==> src/rtl/turn_ctrl.sv <==
// turn_ctrl -- turn sequencer for a multi-player stone-placing board game.
//
// Walks each turn through choice, button release, stone write, win/draw
// check and player hand-over. Ends the game on a win or a full board and
// restarts on new_game.
//
// Optional feature: define TURN_CTRL_TIMEOUT_EN to add a per-turn timer.
// The timer forces a skip to the next player after TURN_TIMEOUT idle cycles
// in CHOICE.
//
// Ports:
//   clock        rising-edge system clock
//   resetn       asynchronous active-low reset
//   put          synchronised put-button level
//   legal        cursor cell is empty (sampled when put is pressed in CHOICE)
//   check_done   win/draw checker result valid
//   win          current player has five in a row (qualified by check_done)
//   board_full   no empty cell left (qualified by check_done)
//   new_game     single-cycle restart request, highest priority
//   player       index of the player whose turn it is
//   cursor_en    cursor may move (CHOICE)
//   write_en     one-cycle stone commit strobe (WRITE)
//   check_req    held high while waiting for the checker (CHECK)
//   change_turn  one-cycle player-advance strobe (CHANGE)
//   control_set  one-cycle cursor reset strobe (CHANGE)
//   timeout      one-cycle strobe accompanying a forced skip
//   game_over    high while the game is finished
//   winner       {valid, index}; all-zero means draw or no result
module turn_ctrl #(
  parameter int unsigned NUM_PLAYERS  = 2,
  parameter int unsigned PW           = 3,
  parameter int unsigned TURN_TIMEOUT = 1000
) (
  input  logic          clock,
  input  logic          resetn,
  input  logic          put,
  input  logic          legal,
  input  logic          check_done,
  input  logic          win,
  input  logic          board_full,
  input  logic          new_game,
  output logic [PW-1:0] player,
  output logic          cursor_en,
  output logic          write_en,
  output logic          check_req,
  output logic          change_turn,
  output logic          control_set,
  output logic          timeout,
  output logic          game_over,
  output logic [PW:0]   winner
);

  typedef enum logic [2:0] {
    S_INITIAL   = 3'd0,
    S_CHOICE    = 3'd1,
    S_PUT_WAIT  = 3'd2,
    S_WRITE     = 3'd3,
    S_CHECK     = 3'd4,
    S_CHANGE    = 3'd5,
    S_GAME_OVER = 3'd6
  } state_t;

  localparam logic [PW-1:0] LAST_PLAYER = PW'(NUM_PLAYERS - 1);

  state_t state, state_nxt;
  logic   legal_q;
  logic   expire;

`ifdef TURN_CTRL_TIMEOUT_EN
  localparam int unsigned   TW     = $clog2(TURN_TIMEOUT);
  localparam logic [TW-1:0] T_LAST = TW'(TURN_TIMEOUT - 1);

  logic [TW-1:0] turn_cnt;
  logic          skip_q;

  // Held at zero outside CHOICE, so every entry to CHOICE starts from zero.
  always_ff @(posedge clock or negedge resetn) begin
    if (!resetn)                turn_cnt <= '0;
    else if (state != S_CHOICE) turn_cnt <= '0;
    else                        turn_cnt <= turn_cnt + 1'b1;
  end

  assign expire = (state == S_CHOICE) && (turn_cnt == T_LAST);

  // Remembers that CHANGE was reached by a forced skip, so timeout is
  // decoded from registered state together with change_turn.
  always_ff @(posedge clock or negedge resetn) begin
    if (!resetn) skip_q <= 1'b0;
    else         skip_q <= expire && !put && !new_game;
  end

  assign timeout = (state == S_CHANGE) && skip_q;
`else
  assign expire  = 1'b0;
  assign timeout = 1'b0;
`endif

  always_ff @(posedge clock or negedge resetn) begin
    if (!resetn) state <= S_INITIAL;
    else         state <= state_nxt;
  end

  always_comb begin
    state_nxt = state;
    if (new_game) begin
      state_nxt = S_INITIAL;
    end else begin
      unique case (state)
        S_INITIAL:   state_nxt = S_CHOICE;
        S_CHOICE:    if (put)         state_nxt = S_PUT_WAIT;
                     else if (expire) state_nxt = S_CHANGE;
        S_PUT_WAIT:  if (!put)        state_nxt = legal_q ? S_WRITE : S_CHOICE;
        S_WRITE:     state_nxt = S_CHECK;
        S_CHECK:     if (check_done)
                       state_nxt = (win || board_full) ? S_GAME_OVER : S_CHANGE;
        S_CHANGE:    state_nxt = S_CHOICE;
        S_GAME_OVER: state_nxt = S_GAME_OVER;
        default:     state_nxt = S_INITIAL;
      endcase
    end
  end

  always_ff @(posedge clock or negedge resetn) begin
    if (!resetn) begin
      player  <= '0;
      winner  <= '0;
      legal_q <= 1'b0;
    end else if (new_game) begin
      player  <= '0;
      winner  <= '0;
      legal_q <= 1'b0;
    end else begin
      if (state == S_CHOICE && put) legal_q <= legal;
      // Player updates on the edge leaving CHANGE; the new index is seen in CHOICE.
      if (state == S_CHANGE)
        player <= (player == LAST_PLAYER) ? '0 : player + 1'b1;
      // win outranks board_full when both are reported together.
      if (state == S_CHECK && check_done)
        winner <= win ? {1'b1, player} : '0;
    end
  end

  assign cursor_en   = (state == S_CHOICE);
  assign write_en    = (state == S_WRITE);
  assign check_req   = (state == S_CHECK);
  assign change_turn = (state == S_CHANGE);
  assign control_set = (state == S_CHANGE);
  assign game_over   = (state == S_GAME_OVER);

endmodule

==> config.mk <==
export PLATFORM = sky130hd
export DESIGN_NAME = turn_ctrl
export DESIGN_NICKNAME = d
export VERILOG_FILES = /design/src/rtl/turn_ctrl.sv
export SDC_FILE = /design/constraint.sdc
export NUM_CORES = 1
export LEC_CHECK = 0
export BUFFER_PORTS_ARGS = -buffer_cell sky130_fd_sc_hd__buf_2
export CELL_PAD_IN_SITES_DETAIL_PLACEMENT = 2
export CELL_PAD_IN_SITES_GLOBAL_PLACEMENT = 2
export CORE_MARGIN = 2
export CORE_UTILIZATION = 24
export DETAILED_ROUTE_END_ITERATION = 16
export HOLD_SLACK_MARGIN = 0.05
export PLACE_DENSITY_LB_ADDON = 0.25
export SLEW_MARGIN = 20
export SYNTH_ARGS = -nofsm -noshare
export SYNTH_HDL_FRONTEND = slang
export SYNTH_SLANG_ARGS = --single-unit
==> constraint.sdc <==
create_clock -name clock -period 1.3 [get_ports clock]
set_input_delay 0.13 -clock clock [delete_from_list [all_inputs] [get_ports clock]]
set_output_delay 0.13 -clock clock [all_outputs]
set_load 0.01 [all_outputs]
==> impl_metrics.tcl, run 1 <==
set metrics [dict create \
    status "complete, but fails checks" \
    violations "negative setup slack" \
    internal_power_mw 0.5864 \
    route.detailed.drc 0 \
    max_cap_violations 0 \
    path_buf_inv 2 \
    die_h_um 54.54 \
    rsz0062_at_grt "yes" \
    drive_gt1_frac 0.4737 \
    synth_seq_area_share 0.4490 \
    drt-total-wl_um 1963 \
    slowest_stage "dfrtp_2" \
    io_buffers 20 \
    grt_antenna_before_repair 0 \
    worstPathMaxFanout 6 \
    nNetsFinal 104 \
    cts_max_path_buffers 2 \
    area_growth_pct 45.51 \
    grtUsageMet3 0.01639 \
    synth.distinct_cells 28 \
    n_antenna_cell 0 \
    clockPowerShare 0.297 \
    use_met2 0.2610 \
    synth.top_cell.area_share 0.4490 \
    power_density_mw_per_mm2 922.4 \
    synth.net_count 73 \
    detail_route.iter0.violations 2 \
    fillCellCount 285 \
    ios 22 \
    drt_first_pass_iters 2 \
    track_usage 0.1491 \
    syn-instance-count 65 \
    fp-row-count 18 \
    yosysWarnings 0 \
    maxSlewViolCount 0 \
    clk_pin_slew_ns 0.08 \
    final_antenna_net_count 0 \
    p_sw_frac 0.2874 \
    slowest_delay_ns 0.46 \
    crit_path_frequent_cell "buf_6" \
    busiest_layer "met2" \
    final_cell_mix "buf_2 (17), dfrtp_1 (8), buf_4 (8)" \
    vias 590 \
    cts_max_level 1 \
    p_comb_frac 0.246 \
    first_global_vias 625 \
    finalHoldViolCount 0 \
    netlist_top_cells_area "dfrtp_1 (45%), a21oi_1 (5.7%), and4bb_1 (4.1%)" \
    fin_tns_setup_ns -0.1125 \
    grt_start_max_net_pins 13 \
    yosysTopAreaCell "dfrtp_1" \
    dp_hpwl_um 1223 \
    leakagePower_nw 0.4468 \
    cts_tree "done" \
    post_dp_cell_area_um2 734.5 \
    die-area_mm2 0.002975 \
    timing.final.crit_period_ns 1.341 \
    p_sw_mw 0.2365 \
    cts_sinks 11 \
    cpLargestDelayFamily "flip-flops" \
    start_kind "flip-flop" \
    grt-ovfl-total 0 \
    finClkSkew_ns 0.004543 \
    insertion_delay_ns 0.27 \
    min_path_type "in2reg" \
    initial_core_util 0.2497 \
    coreArea_mm2 0.002455 \
    finalInstanceArea_um2 892.1 \
    ir_worst_vdd_uv 368.5 \
    utilization 0.3634 \
    grt_first_pass_wirelength_um 3063 \
    seq_power_share 0.457 \
    avgSynthCellArea_um2 9.432 \
    cp_data_arrival_time_ns 1.21 \
    wire_per_inst_um 15.70 \
    place_congestion 0.7237 \
    crit_type "reg2out" \
    finalSetupViolations 5 \
    netlist_area_um2 613.1 \
    design_power_total_mw 0.8229 \
    endpoint_kind "primary output" \
    die_x_um 54.54 \
    setup_ws_ns -0.04127 \
    fmax_mhz 745.6 \
    layout_commonest_cell "buf_2" \
    grt_use_met1 0.1786 \
    ys_seq_elements 11 \
    viasPerCell 4.720 \
    required_ns 1.17 \
    fin_crit_sh 1.032 \
    cp_cell_sequence "and3b_2 -> buf_6 -> buf_6" \
    root_buffer "clkbuf_4" \
    cts_buffers 3 \
]
==> cells in the mapped netlist <==
library cell   n
nand3_2        1
nand4b_1       1
mux2_4         1
nor4bb_1       1
o221a_1        1
nand4bb_1      1
nand3_1        3
a21bo_1        1
and4bb_1       2
a2bb2oi_1      1
and2_1         1
clkbuf_1       1
inv_1          4
nor3_1         1
dfrtp_1       11
and3b_1        1
buf_2          1
o32ai_1        1
nand2_1        6
o21ai_0        2
xnor2_1        1
conb_1         1
nor2b_1        3
buf_4          3
a21oi_1        7
mux2i_1        1
nor2_1         6
nand2b_1       1
==> area by class of cell <==
class / instances / area [um2] / share of cell area
clock buffer: 4 / 26.28 / 0.02945
inverter: 4 / 15.01 / 0.01683
multi-input combinational: 45 / 322.8 / 0.3619
sequential: 11 / 279.0 / 0.3128
tap: 30 / 37.54 / 0.04208
timing repair buffer: 31 / 211.5 / 0.2370
==> worst reg2reg max path, stage by stage, from the launching register on <==
cell     delay [ns]
dfrtp_2        0.46
and3b_2        0.23
buf_4          0.13
nand3_2        0.08
mux2_4         0.30
==> sequential cells by signal, indices dropped and copies added (netlist names) <==
register	cells
winner	4
state	3
player	3
legal_q	1
==> metrics by stage <==
| step | worst slack [ns] | hold WS [ns] | cells |
|---|---|---|---|
| after floorplan | -0.002614 | -0.1656 | 65 |
| after global placement | 0.08988 | 0.02095 | 112 |
| after detailed placement | 0.05755 | 0.02607 | 112 |
| after CTS | -0.04264 | 0.1160 | 124 |
| after global routing | -0.1034 | 0.1302 | 125 |
| final | -0.04127 | 0.1201 | 125 |
==> worst paths after layout <==
check | startpoint | to | slack (ns) | cells after the start
setup / recovery | state[2] | control_set | -0.04 | 3
hold / removal | legal | legal_q | 0.12 | 3
setup reg to reg | state[2] | player[2] | -0.02 | 4
hold reg to reg | winner[2] | winner[2] | 0.52 | 2
max in group asynchronous | resetn | state[0] | 0.79 | 2
min in group asynchronous | resetn | player[1] | 0.26 | 2
==> power by group through the flow <==
stage	Clock [mW]	Sequential (mW)	Combinational (mW)
floorplan	0	0.373	0.0873
global placement	0	0.380	0.125
detailed placement	0	0.382	0.125
CTS	0.258	0.373	0.182
global route	0.284	0.379	0.220
finish	0.244	0.376	0.202
==> layer usage <==
layer	wire length [um]	up-vias
li1	-	282
met1	808	290
met2	1062	16
met3	64	2
met4	27	0
met5	0	-
==> what timing repair did <==
action	in CTS	in global routing
hold endpoints to repair	11	0
pin swaps	4	2
endpoints found under the setup margin	6	11
gates resized for setup	11	6
hold buffers	1	0
setup buffers	7	1
==> kinds of logic (layout without fill, tap and decap cells) <==
kind of cell	count (synthesis)	in the layout	synth area share
AOI/OAI and AO/OA	13	13	0.1367
muxes	2	2	0.04081
and+or+nand+nor	28	28	0.2775
DFF	11	11	0.4490
other	1	1	0.006117
buffers and inverters	9	39	0.07549
xor gates and xnor gates	1	1	0.01429
Note: power is estimated with default switching activity, not from simulation.
==> run 2, diff against run 1 <==
Settings changed: ABC_AREA set to 1.
==> impl_metrics.tcl, run 2 <==
set metrics [dict create \
    fp-row-count 19 \
    synth.net_count 88 \
    die_h_um 56.86 \
    timing.final.crit_period_ns 1.262 \
    leakagePower_nw 0.4616 \
    synth-edff-count 0 \
    max_cap_violations 0 \
    slowest_delay_ns 0.44 \
    slowest_stage "dfrtp_2" \
    synth.top_cell.area_share 0.4104 \
    status "completed" \
    reg_top3 "winner: 4 flops, player: 3 flops, state: 3 flops" \
    worst-r2r-cell-count 6 \
    start_kind "flip-flop" \
    reg2reg_to "state[1]" \
    crit_path_end "check_req" \
    min_path_type "in2reg" \
    drive_gt1_frac 0.5278 \
    ios 22 \
    dpl_worst_slack_ns 0.09363 \
    endpoint_kind "primary output" \
    netlist_area_um2 670.6 \
    netlist_top_cells_area "dfrtp_1 (41%), nand3_1 (9.0%), nand2_2 (5.6%)" \
    fmax_mhz 792.6 \
    yosysWarnings 0 \
    crit_type "reg2out" \
    setup_ws_ns 0.03833 \
    design_power_total_mw 1.274 \
    largest_register "winner" \
    viasPerCell 4.647 \
    syn-instance-count 80 \
    synth.distinct_cells 22 \
    synth_commonest_cells "nand3_1 (12), dfrtp_1 (11), nand2_1 (9)" \
    synth_seq_area_share 0.4104 \
    fillCellCount 334 \
    io_buffers 20 \
    rsz0062_at_grt "yes" \
    area_growth_pct 36.01 \
    r2r_setup_slack_ns 0.09 \
    grt_first_pass_wirelength_um 3015 \
    drt-total-wl_um 1788 \
    grt_antenna_before_repair 0 \
    cts_buffers 3 \
    synth-main-ff-cell "dfrtp_1" \
    vias 646 \
    finalHoldViolCount 0 \
    holdWs_ns 0.08996 \
    dp_hpwl_um 1354 \
    cts_sinks 11 \
    critical_path_depth 4 \
    layout_commonest_cell "buf_2" \
    ys_seq_elements 11 \
    rr_startpoint "state[0]" \
    cts_max_path_buffers 2 \
    avgSynthCellArea_um2 8.383 \
    grt-ovfl-total 0 \
    fin_crit_sh 0.9705 \
    crit_start "state[2]" \
    clk_pin_slew_ns 0.07 \
    finalSetupViolations 0 \
    n_antenna_cell 0 \
    hold_depth 2 \
    largest_reg_flops 4 \
    drt_first_pass_iters 2 \
    cp_data_arrival_time_ns 1.13 \
    wire_per_inst_um 12.86 \
    path_buf_inv 2 \
    power_density_mw_per_mm2 1397 \
    insertion_delay_ns 0.26 \
    yosysTopAreaCell "dfrtp_1" \
    cts_max_level 1 \
    worstPathMaxFanout 4 \
    ir_worst_vdd_uv 501.0 \
    final_antenna_net_count 0 \
    initial_core_util 0.2475 \
    ys_async_sr_fraction 1.000 \
    route.detailed.drc 0 \
    finClkSkew_ns 0.007591 \
    root_buffer "clkbuf_4" \
    detail_route.iter0.violations 2 \
    cts_tree "done" \
    place_congestion 0.6779 \
    grt_start_max_net_pins 12 \
    nNetsFinal 117 \
    track_usage 0.1174 \
    yosysMostFrequentCell "nand3_1" \
    required_ns 1.17 \
    die-area_mm2 0.003233 \
    final_cell_mix "buf_2 (19), nand3_1 (12), nand2_1 (9)" \
    maxSlewViolCount 0 \
    first_global_vias 684 \
    cpLargestDelayFamily "flip-flops" \
    cp_cell_sequence "buf_4 -> nand2_8 -> nor2_4 -> buf_6" \
    coreArea_mm2 0.002710 \
    die_x_um 56.86 \
]
-- run 2: cell count changes in the layout (fill, tap and decap cells not counted), moves of 3 or more --
cell and change:
nand2_2 +5, inv_4 +3, nor3_1 +3, nand2_1 +4
o21ai_2 +4, nand3_1 +9, buf_6 -4
-- run 2: report_power, final --
group | switching, mW | leakage [nW] | internal (mW)
clock | 0.114 | 0.0150 | 0.118
combinational | 0.332 | 0.301 | 0.229
sequential | 0.0848 | 0.146 | 0.395
total | 0.531 | 0.462 | 0.743
-- run 2: layout make-up --
class	instances	area, um2	area share
tap	31	38.79	0.04252
clock buffer	4	26.28	0.02881
timing repair buffer	27	161.4	0.1770
sequential	11	279.0	0.3059
multi-input combinational	56	356.6	0.3909
inverter	10	50.05	0.05487
-- run 2: kinds of logic (layout without fill, tap and decap cells) --
kind of cell           Yosys count  after routing  share of synthesized area
AOI/OAI and AO/OA               10             10                     0.1026
other                            1              1                   0.005592
DFF                             11             11                     0.4104
and+or+nand+nor                 45             45                     0.3843
buffers and inverters           13             41                    0.09701
-- run 2: how the worst min path moves through the flow --
stage | endpoint | start | slack, ns
2_1_floorplan | legal_q | resetn | -0.17
4_1_cts | state[2] | new_game | 0.09
6_report | state[2] | new_game | 0.09
5_1_grt | state[2] | new_game | 0.10
3_3_place_gp | winner[3] | resetn | 0.01
3_5_place_dp | winner[2] | resetn | 0.02
-- run 2: worst reg2reg max path: stages, from the launching register on --
cell and delay [ns]:
dfrtp_2 0.48, inv_4 0.12, nand2_2 0.07, nor3_1 0.21, nor2_2 0.08, nand3_1 0.08, nand2_1 0.06
-- run 2: metal layers --
metal  up-vias  routed length, um  track usage
met5         -                  0            0
met2        13                934       0.1993
met1       318                790       0.1581
li1        313                  -            -
met4         0                 14      0.02990
met3         2                 48      0.01382
-- run 2: timing repair --
item	in CTS	in global routing
buffers inserted	2	4
gates resized for setup	4	7
hold buffers	1	0
endpoints found under the hold margin	11	0
setup endpoints to repair	3	6
cloned	0	0
-- run 2: per-stage QoR --
step	utilization	area [um2]	instances	setup TNS, ns
floorplan	-	670.6	80	0
CTS	0.3139	850.8	135	0
global route	0.3366	912.1	139	-0.1415
detailed placement	0.2904	787.0	128	0
global placement	0.2904	787.0	128	0
finish	0.3366	912.1	139	0
==> run 3, diff against run 2 <==
Settings changed: CORE_UTILIZATION 24 to 27.
Clock period 1.3 ns to 1.4 ns, I/O delays scaled along.
==> impl_metrics.tcl, run 3 (synthesis gave the netlist of run 2 again) <==
set metrics [dict create \
    min_path_type "in2reg" \
    ir_worst_vdd_uv 723.2 \
    finClkSkew_ns 0.002203 \
    cts_buffers 3 \
    n_antenna_cell 0 \
    initial_core_util 0.2783 \
    wire_per_inst_um 14.09 \
    first_global_vias 659 \
    largest_register "winner" \
    post_dp_cell_area_um2 785.8 \
    finalHoldViolCount 0 \
    grt_start_max_net_pins 12 \
    holdWs_ns 0.1021 \
    fillCellCount 282 \
    viasPerCell 4.612 \
    status "completed" \
    final_antenna_net_count 0 \
    cts_max_level 1 \
    fin_crit_sh 0.9532 \
    ios 22 \
    detail_route.iter0.violations 6 \
    cts_sinks 11 \
    drt-total-wl_um 1888 \
    min_from "new_game" \
    largest_reg_flops 4 \
    worst-r2r-cell-count 6 \
    rr_startpoint "state[0]" \
    track_usage 0.1505 \
    worstPathMaxFanout 6 \
    fin_tns_setup_ns 0 \
    place_congestion 0.7181 \
    die_x_um 53.84 \
    min_to "state[2]" \
    final_cell_mix "buf_2 (20), nand3_1 (12), nand2_1 (9)" \
    r2r_setup_slack_ns 0.23 \
    fmax_mhz 749.4 \
    hold_depth 2 \
    timing.final.crit_period_ns 1.334 \
    dpl_worst_slack_ns 0.1888 \
    endpoint_kind "primary output" \
    dp_hpwl_um 1442 \
    io_buffers 20 \
    vias 618 \
    cts_max_path_buffers 2 \
    nNetsFinal 113 \
    layout_commonest_cell "buf_2" \
    area_growth_pct 26.87 \
    required_ns 1.26 \
    setup_ws_ns 0.06554 \
    grt_antenna_before_repair 0 \
    root_buffer "clkbuf_4" \
    rsz0062_at_grt "yes" \
    finalSetupViolations 0 \
    finalInstanceArea_um2 850.8 \
    clk_pin_slew_ns 0.07 \
    route.detailed.drc 0 \
    power_density_mw_per_mm2 1312 \
    grt-ovfl-total 0 \
    reg_top3 "winner: 4 flops, player: 3 flops, state: 3 flops" \
    drive_gt1_frac 0.5000 \
    cts_tree "done" \
    insertion_delay_ns 0.27 \
    drt_first_pass_iters 4 \
    fp-row-count 18 \
    crit_type "reg2out" \
    cp_data_arrival_time_ns 1.19 \
    grt_first_pass_wirelength_um 3036 \
    reg2reg_to "state[0]" \
    maxSlewViolCount 0 \
    die-area_mm2 0.002899 \
    die_h_um 53.84 \
    coreArea_mm2 0.002410 \
    leakagePower_nw 0.4444 \
    start_kind "flip-flop" \
    max_cap_violations 0 \
]
==> run 3: cell types whose count changed in the layout (fill, tap and decap cells not counted) <==
cell,before,now
buf_4,6,2
inv_2,1,3
nand2_8,1,0
nor2_2,2,1
nand2_4,1,2
buf_2,19,20
nand3_2,0,1
inv_4,3,1
buf_6,1,0
nand3_4,2,1
nor2_1,5,6
==> run 3: routing by layer <==
layer	global-route usage	part of all wire
met5	0	0
met4	0.05128	0.014
met3	0.02500	0.042
met2	0.2683	0.52
met1	0.1806	0.42
==> run 3: final cells by class <==
class | count | area, um2 | share of cell area
sequential | 11 | 279.0 | 0.3279
multi-input combinational | 56 | 337.8 | 0.3971
inverter | 10 | 45.04 | 0.05294
timing repair buffer | 23 | 125.1 | 0.1471
clock buffer | 4 | 26.28 | 0.03088
tap | 30 | 37.54 | 0.04412
==> run 3: worst max-delay path by stage <==
| stage | startpoint | end | slack [ns] |
|---|---|---|---|
| after floorplan | state[0] | winner[2] | 0.29 |
| after global placement | state[2] | state[1] | 0.20 |
| after detailed placement | state[2] | state[1] | 0.19 |
| final | state[2] | change_turn | 0.07 |
| after CTS | state[1] | change_turn | 0.01 |
| after global routing | state[2] | cursor_en | -0.01 |
==> run 3: per-stage QoR <==
stage	utilization	std cells	power, mW
4_1_cts	0.3416	132	1.084
3_3_place_gp	0.3261	127	0.8321
2_1_floorplan	-	80	0.7149
6_report	0.3531	134	1.116
3_5_place_dp	0.3261	127	0.8466
5_1_grt	0.3531	134	1.226
==> run 3: power by group <==
part / internal (mW) / total [mW] / switching [mW]
clock network: 0.110 / 0.224 / 0.113
logic: 0.166 / 0.463 / 0.297
registers: 0.367 / 0.429 / 0.0625
==> run 3: critical path: stages, from the launching register on <==
cell	delay, ns
dfrtp_2	0.46
buf_4	0.17
nand3_4	0.11
inv_1	0.06
buf_2	0.13
==> run 3: timing repair <==
| item | in CTS | in global routing |
|---|---|---|
| hold buffers | 1 | 0 |
| gates resized for setup | 1 | 4 |
| setup buffers | 0 | 2 |
| endpoints found under the hold margin | 11 | 0 |
| gates cloned | 0 | 0 |
| setup endpoints to repair | 2 | 4 |
